$ cat src/rtl/inst_fetcher_pkg.sv
// Shared widths, boolean constants and fetch FSM encoding for the instruction fetcher.
package inst_fetcher_pkg;
  localparam int ADDR_WIDTH = 32;
  localparam int INST_WIDTH = 32;
  localparam int IQ_SIZE    = 16;

  localparam logic TRUE  = 1'b1;
  localparam logic FALSE = 1'b0;

  typedef enum logic {
    IDLE     = 1'b0,
    WAIT_MEM = 1'b1
  } fetch_state_e;
endpackage

$ cat src/rtl/inst_fetcher_icache.sv
// Direct-mapped instruction cache: combinational lookup, single-cycle fill.
// Instantiated by inst_fetcher only when INST_FETCHER_ICACHE_EN is defined.
module icache_dm #(
  parameter int ADDR_WIDTH = 32,
  parameter int INST_WIDTH = 32,
  parameter int LINES      = 32
) (
  input  logic                  clk_in,
  input  logic                  rst_n_in,
  input  logic [ADDR_WIDTH-1:0] lookup_addr_in,
  output logic                  hit_out,
  output logic [INST_WIDTH-1:0] data_out,
  input  logic                  fill_en_in,
  input  logic [ADDR_WIDTH-1:0] fill_addr_in,
  input  logic [INST_WIDTH-1:0] fill_data_in
);
  localparam int IDX_W = $clog2(LINES);
  localparam int TAG_W = ADDR_WIDTH - IDX_W - 2;

  logic [LINES-1:0]      valid_q, valid_d;
  logic [TAG_W-1:0]      tag_q  [LINES];
  logic [INST_WIDTH-1:0] data_q [LINES];

  logic [IDX_W-1:0] lu_idx, fill_idx;
  logic [TAG_W-1:0] lu_tag, fill_tag;
  logic             unused_ok;

  assign lu_idx    = lookup_addr_in[IDX_W+1:2];
  assign lu_tag    = lookup_addr_in[ADDR_WIDTH-1:IDX_W+2];
  assign fill_idx  = fill_addr_in[IDX_W+1:2];
  assign fill_tag  = fill_addr_in[ADDR_WIDTH-1:IDX_W+2];
  assign unused_ok = ^{lookup_addr_in[1:0], fill_addr_in[1:0]};

  assign hit_out  = valid_q[lu_idx] && (tag_q[lu_idx] == lu_tag);
  assign data_out = data_q[lu_idx];

  always_comb begin
    valid_d = valid_q;
    if (fill_en_in) valid_d[fill_idx] = 1'b1;
  end

  // Only the valid bits need reset; tag/data are qualified by them.
  always_ff @(posedge clk_in or negedge rst_n_in) begin
    if (!rst_n_in) valid_q <= '0;
    else           valid_q <= valid_d;
  end

  always_ff @(posedge clk_in) begin
    if (fill_en_in) begin
      tag_q[fill_idx]  <= fill_tag;
      data_q[fill_idx] <= fill_data_in;
    end
  end
endmodule

$ cat src/rtl/inst_fetcher.sv
// Sequential instruction fetch unit feeding the instruction queue.
// Define INST_FETCHER_ICACHE_EN to add a direct-mapped cache in front of memory.
module inst_fetcher
  import inst_fetcher_pkg::*;
#(
  parameter int                              ADDR_WIDTH   = inst_fetcher_pkg::ADDR_WIDTH,
  parameter int                              INST_WIDTH   = inst_fetcher_pkg::INST_WIDTH,
  parameter logic [ADDR_WIDTH-1:0]           RESET_PC     = '0,
  parameter int                              ICACHE_LINES = 32
) (
  input  logic                  clk_in,
  input  logic                  rst_n_in,
  input  logic                  rdy_in,
  input  logic                  iq_full_iq_in,
  output logic [INST_WIDTH-1:0] inst_iq_out,
  output logic [ADDR_WIDTH-1:0] pc_iq_out,
  output logic                  rdy_inst_iq_out,
  output logic                  req_mem_out,
  output logic [ADDR_WIDTH-1:0] addr_mem_out,
  input  logic                  rdy_mem_in,
  input  logic [INST_WIDTH-1:0] inst_mem_in,
  input  logic                  refresh_rob_cdb_in,
  input  logic [ADDR_WIDTH-1:0] pc_rob_cdb_in
);
  fetch_state_e          state_q, state_d;
  logic [ADDR_WIDTH-1:0] pc_q, pc_d, addr_q, addr_d, pc_out_q, pc_out_d;
  logic [INST_WIDTH-1:0] inst_q, inst_d;
  logic                  req_q, req_d, push_q, push_d;
  logic                  hit;
  logic [INST_WIDTH-1:0] hit_data;
  logic                  unused_ok;

  assign unused_ok = ^pc_rob_cdb_in[1:0];

`ifdef INST_FETCHER_ICACHE_EN
  logic fill_en;

  // A refresh in the response cycle discards the word, so no fill either.
  assign fill_en = rdy_in && !refresh_rob_cdb_in && (state_q == WAIT_MEM) && rdy_mem_in;

  icache_dm #(
    .ADDR_WIDTH (ADDR_WIDTH),
    .INST_WIDTH (INST_WIDTH),
    .LINES      (ICACHE_LINES)
  ) u_icache (
    .clk_in         (clk_in),
    .rst_n_in       (rst_n_in),
    .lookup_addr_in (pc_q),
    .hit_out        (hit),
    .data_out       (hit_data),
    .fill_en_in     (fill_en),
    .fill_addr_in   (pc_q),
    .fill_data_in   (inst_mem_in)
  );
`else
  assign hit      = FALSE;
  assign hit_data = '0;
`endif

  always_comb begin
    state_d  = state_q;
    pc_d     = pc_q;
    addr_d   = addr_q;
    pc_out_d = pc_out_q;
    inst_d   = inst_q;
    req_d    = req_q;
    push_d   = push_q;
    if (rdy_in) begin
      if (refresh_rob_cdb_in) begin
        pc_d    = {pc_rob_cdb_in[ADDR_WIDTH-1:2], 2'b00};
        req_d   = FALSE;
        push_d  = FALSE;
        state_d = IDLE;
      end else begin
        push_d = FALSE;
        case (state_q)
          IDLE: begin
            if (!iq_full_iq_in) begin
              if (hit) begin
                inst_d   = hit_data;
                pc_out_d = pc_q;
                push_d   = TRUE;
                pc_d     = pc_q + ADDR_WIDTH'(4);
              end else begin
                req_d   = TRUE;
                addr_d  = pc_q;
                state_d = WAIT_MEM;
              end
            end
          end
          WAIT_MEM: begin
            if (rdy_mem_in) begin
              req_d    = FALSE;
              inst_d   = inst_mem_in;
              pc_out_d = pc_q;
              push_d   = TRUE;
              pc_d     = pc_q + ADDR_WIDTH'(4);
              state_d  = IDLE;
            end
          end
          default: state_d = IDLE;
        endcase
      end
    end
  end

  always_ff @(posedge clk_in or negedge rst_n_in) begin
    if (!rst_n_in) begin
      state_q  <= IDLE;
      pc_q     <= {RESET_PC[ADDR_WIDTH-1:2], 2'b00};
      addr_q   <= '0;
      pc_out_q <= '0;
      inst_q   <= '0;
      req_q    <= FALSE;
      push_q   <= FALSE;
    end else begin
      state_q  <= state_d;
      pc_q     <= pc_d;
      addr_q   <= addr_d;
      pc_out_q <= pc_out_d;
      inst_q   <= inst_d;
      req_q    <= req_d;
      push_q   <= push_d;
    end
  end

  assign inst_iq_out     = inst_q;
  assign pc_iq_out       = pc_out_q;
  assign rdy_inst_iq_out = push_q;
  assign req_mem_out     = req_q;
  assign addr_mem_out    = addr_q;
endmodule

$ cat config.mk
export PLATFORM = sky130hd
export DESIGN_NAME = inst_fetcher
export DESIGN_NICKNAME = d
export VERILOG_FILES = /design/src/rtl/inst_fetcher_pkg.sv /design/src/rtl/inst_fetcher_icache.sv /design/src/rtl/inst_fetcher.sv
export SDC_FILE = /design/constraint.sdc
export NUM_CORES = 1
export LEC_CHECK = 0
export BUFFER_PORTS_ARGS = -buffer_cell sky130_fd_sc_hd__buf_2
export CAP_MARGIN = 20
export CORE_MARGIN = 4
export CORE_UTILIZATION = 46
export CTS_BUF_LIST = sky130_fd_sc_hd__clkbuf_8
export CTS_CLUSTER_DIAMETER = 200
export DETAILED_ROUTE_END_ITERATION = 7
export PLACE_DENSITY = 0.8
export RECOVER_POWER = 25
export SYNTH_ARGS = -nofsm -noshare
export SYNTH_HDL_FRONTEND = slang
export SYNTH_HIERARCHICAL = 1
export SYNTH_SLANG_ARGS = --single-unit
$ cat constraint.sdc
create_clock -name clk_in -period 3.85 [get_ports clk_in]
set_input_delay 0.385 -clock clk_in [delete_from_list [all_inputs] [get_ports clk_in]]
set_output_delay 0.385 -clock clk_in [all_outputs]
set_load 0.01 [all_outputs]
**Word-level counts from Yosys, hierarchy flattened**

Index checks and enable logic that the tools add are counted.
Widths: inputs -> output; s select.

- Bitwise gates (word level): 3
- Shifts and indexed selects: 0
- Muxes and demuxes: 18
- Equality and inequality tests: 4
- Divide/modulo/power cells: 0
- Add/sub/neg operators: 1
- $mul: 0
- Reduce and logical (&&, ||, !) cells: 4
- $lt $le $gt $ge: 0

Operators with widths:

| cell | count |
|---|---|
| $mux 32 | 7 |
| $add 32x3->32 const B | 1 |
| $mux 1 | 8 |
| $reduce_and 4->1 | 2 |
| $ne 3x3->1 const B | 2 |
| $pmux 1 s2 | 3 |
| $reduce_and 3->1 | 2 |
| $ne 2x2->1 const B | 2 |
| $not 1->1 | 3 |

- Flip-flop bits (word level): 131
- Output and inout bits: 98
- Bits in latches: 0
- RAM bits: 0
- Logic and storage cells: 37
- Memories: 0
- ROM bits: 0

**Depth between registers and ports, before layout**

- Depth in word-level cells: 4
- Mapped depth: 9
- Gate-level depth less buffers: 6

**Worst setup path before layout**

Ideal clock, no wire load.

- Kind: flip-flop to flip-flop
- Start: register pc_q[2]
- End: register pc_q[24]
- Slack: 1.909 ns
- Arrival time: 1.816 ns
- Setup time: 0.125 ns
- Clock period less this slack: 1.941 ns
- Buffers on the path: 1
- Cell stages (with the launch flop): 8
- Path through: dfrtp_1 -> ha_1 -> nand3_1 -> or4_1 -> buf_2 -> nor3_1 -> and2_1 -> nor3_2

- Cells in the longest elaborated chain, start to end: 4

RTL lines:

| element | RTL line | RTL |
|---|---|---|
| start, declared | inst_fetcher.sv:26 | `logic [ADDR_WIDTH-1:0] pc_q, pc_d, addr_q, addr_d, pc_out_q, pc_out_d;` |
| start signal, assigned | inst_fetcher.sv:110 | `pc_q <= {RESET_PC[ADDR_WIDTH-1:2], 2'b00};` |
| start signal, assigned | inst_fetcher.sv:118 | `pc_q <= pc_d;` |
| $add 32x3->32 | inst_fetcher.sv:97 | `pc_d = pc_q + ADDR_WIDTH'(4);` |
| $mux 32 | inst_fetcher.sv:92 | `if (rdy_mem_in) begin` |
| $mux 32 | inst_fetcher.sv:76 | `case (state_q)` |
| $mux 32 | inst_fetcher.sv:69 | `if (refresh_rob_cdb_in) begin` |

Every way passes these cells. The select of a mux whose other input is x is not followed.
A chain may end at the register's enable or synchronous reset.

**Final worst setup path**

Same ends and word-level chain as after synthesis.

==> results.sh <==
export IMPL_grt_pass1_vias=4813
export IMPL_netlist_area_mm2=0.00557
export IMPL_die_area_mm2=0.0139
export IMPL_slew_violations=110
export IMPL_top_layer="met4"
export IMPL_synth_area_leaders="dfrtp_1, nand2_1, mux2_2"
export IMPL_ys_warn_count=6
export IMPL_multi_input_area_mm2=0.00225
export IMPL_dpl_cell_area_mm2=0.00646
export IMPL_timing_critical_path_mode_cell="nor3_1"
export IMPL_avgViaCountPerCell=5.47
export IMPL_ys_seq_area_frac=0.561
export IMPL_diodes=0
export IMPL_path_cells="ha_1, nand3_1, or4_1, nor3_1, nor3_1, nor3_2"
export IMPL_violations="capacitance limit, slew limit"
export IMPL_pwr_share_clk=0.275
export IMPL_synth_top_family_by_area="simple AND/OR/NAND/NOR gates"
export IMPL_gr_usage_all_layers=0.217
export IMPL_swShare=0.312
export IMPL_status="finished, violations left"
export IMPL_worst_slew_pin_slew_ns=2.69
export IMPL_syn_to_final_growth_pct=21.9
export IMPL_synth_seq_cells=125
export IMPL_p_switching_mw=1.10
export IMPL_min_from="inst_mem_in[16]"
export IMPL_grt_overflow=0
export IMPL_max_freq_mhz=419
export IMPL_synth_xor_area_frac=0
export IMPL_required_ns=4.19
export IMPL_design_area_mm2=0.00679
export IMPL_grt_max_degree=110
export IMPL_critical_path_class="reg -> reg"
export IMPL_crit_start="pc_q[2]"
export IMPL_skew_ns=0.00900
export IMPL_wirelength_mm=14.6
export IMPL_power_density_mw_per_mm2=521
export IMPL_wl_met1_mm=6.11
export IMPL_worstPathMaxFanout=9
export IMPL_drc=0
export IMPL_antenna_found_initial=0
export IMPL_power_frac_seq=0.506
export IMPL_synth_compound_area_frac=0.0984
export IMPL_final_core_util=0.585
export IMPL_ctsResizeCount=0
export IMPL_fp_dieW_um=118
export IMPL_initial_core_util=0.480
export IMPL_crit_arrival_ns=2.73
export IMPL_maxCapViolations=1
export IMPL_setup_violations_final=0
export IMPL_via_count=4838
export IMPL_regArea_mm2=0.00313
export IMPL_dp_cells=855
export IMPL_met3_length_um=963
export IMPL_worstHoldPathCells=3
export IMPL_r2r_cells=6
export IMPL_finalPower_mw=3.54
export IMPL_async_reset_ff_frac=1.00
export IMPL_avgSynthCellArea_um2=9.57
export IMPL_yosys_area_share_simple=0.227
export IMPL_cts_buffers=17
export IMPL_cts_max_level=4
export IMPL_leakagePower_nw=3.60
export IMPL_hold_class="in -> reg"
export IMPL_synth_top_area_share=0.561
export IMPL_yosysUniqueCellTypes=55
export IMPL_rsz0062_at_grt="no"
export IMPL_r2r_start="pc_q[2]"
export IMPL_ir_drop_uv=286
export IMPL_yosysTopAreaCell="dfrtp_1"
export IMPL_port_buffers=161
export IMPL_synth_fa_ha_area_frac=0.00225
export IMPL_synthCells=582
export IMPL_drt_iter0_markers=396
export IMPL_setup_tns_ns=0
export IMPL_num_fill_cells=1031
export IMPL_layout_nets=803
export IMPL_end_kind="flop"
export IMPL_rows=39
export IMPL_cts_tree="built"
export IMPL_boundaryPins=168
export IMPL_muxShareOfSynthArea=0.0714
export IMPL_wl_per_cell_um=16.5
export IMPL_hold_viol_final=0
export IMPL_die_h_um=118
export IMPL_drive_gt1_frac=0.317
export IMPL_fin_crit_ns=2.39
export IMPL_finalCritPeriodShare=0.620
export IMPL_p_comb_frac=0.219
export IMPL_cts_sinks=125
export IMPL_stdcell_count=885
export IMPL_slowest_stage="or4_1"
export IMPL_dr_wl_met2_mm=7.25
export IMPL_start_kind="flop"
export IMPL_synth_most_common_cell="nand2_1"
export IMPL_drtAntennaViolNets=0
export IMPL_dpl_hpwl_mm=10.2
export IMPL_routabilityCongestion=0.836
export IMPL_relSlewSlack=-0.795
export IMPL_clk_pin_slew_ns=0.07
export IMPL_synthFlopType="dfrtp_1"
export IMPL_p_int_mw=2.43
export IMPL_root_buffer="clkbuf_8"
export IMPL_core_area_mm2=0.0116
export IMPL_critPathMaxStageDelay_ns=0.77
export IMPL_grt_pass1_wl_mm=24.4
export IMPL_ys_top_cells_by_count="nand2_1, dfrtp_1, mux2_2"
export IMPL_cts_setup_buffers=0
export IMPL_dr_pass1_iters=5
export IMPL_ctsHoldBuffers=0
export IMPL_synth_edf_count=0
export IMPL_clkLatencyLatePin_ns=0.43
export IMPL_clk_path_buf_depth=2
logic make-up after synthesis:
kind of cell / Yosys count
adders and majority gates: 1
AOI/OAI and AO/OA: 84
DFF: 125
and+or+nand+nor: 287
buffers and inverters: 48
other: 1
muxes: 36
critical path: cells and delay by family, from the launching register on:
| family | cells | cell delay (ns) |
|---|---|---|
| and+or+nand+nor | 5 | 1.57 |
| DFF | 1 | 0.47 |
| adders and majority gates | 1 | 0.26 |
final timing paths:
kind / endpoint / slack, ns
setup reg to reg: pc_q[24] / 1.46
hold / removal: inst_iq_out[16] / 0.15
hold reg to reg: pc_iq_out[25] / 0.47
setup / recovery: pc_q[24] / 1.46
max in group asynchronous: inst_iq_out[19] / 1.47
min in group asynchronous: pc_iq_out[2] / 0.80
stage by stage:
step,hold WS (ns),setup WS [ns]
2_1_floorplan,0.0894,1.91
3_3_place_gp,0.453,1.43
3_5_place_dp,0.457,1.36
4_1_cts,0.122,1.50
5_1_grt,0.111,0.938
6_report,0.149,1.46
area by class of cell:
type,count,area share
clock inverter,7,0.00405
timing repair buffer,170,0.130
clock buffer,22,0.0446
multi-input combinational,412,0.331
inverter,6,0.00332
sequential,125,0.461
tap,143,0.0264
flip-flops by register name, summed over array words and instances (netlist names):
register         cells
pc_q                30
pc_iq_out           30
inst_iq_out         32
rdy_inst_iq_out      1
addr_mem_out        30
state_q              1
req_mem_out          1
metal layers:
metal  track usage  vias up
li1              -     2275
met1         0.278     2360
met2         0.355      178
met3        0.0620       25
met4        0.0762        0
met5             0        -
power groups by stage:
stage / logic, mW / clock network (mW) / registers (mW)
6_report: 0.775 / 0.972 / 1.79
5_1_grt: 0.863 / 1.07 / 1.82
4_1_cts: 0.790 / 1.00 / 1.79
3_5_place_dp: 0.786 / 0 / 1.81
3_3_place_gp: 0.763 / 0 / 1.79
2_1_floorplan: 0.359 / 0 / 1.85
placed cells by master, fill, tap and decap left out, types with 3 or more instances in the layout:
cell type | synthesis | routed
o21ai_0 | 20 | 19
nor4_1 | 9 | 8
a21oi_1 | 21 | 21
and2_1 | 5 | 5
o32ai_1 | 4 | 4
nand3_1 | 9 | 9
nor2_1 | 22 | 22
nand4_1 | 9 | 9
buf_4 | 4 | 7
o22ai_1 | 6 | 6
and3_1 | 4 | 3
a21o_1 | 5 | 5
mux2_2 | 30 | 30
a31oi_1 | 4 | 4
conb_1 | 1 | 4
clkbuf_8 | 1 | 22
nor3_2 | 3 | 3
mux2i_1 | 6 | 6
nor2b_1 | 3 | 3
a22oi_1 | 3 | 3
nand2_1 | 201 | 200
inv_1 | 6 | 12
buf_2 | 3 | 160
nor3_1 | 12 | 12
dfrtp_1 | 125 | 125
Power figures use the tool's default switching activity.
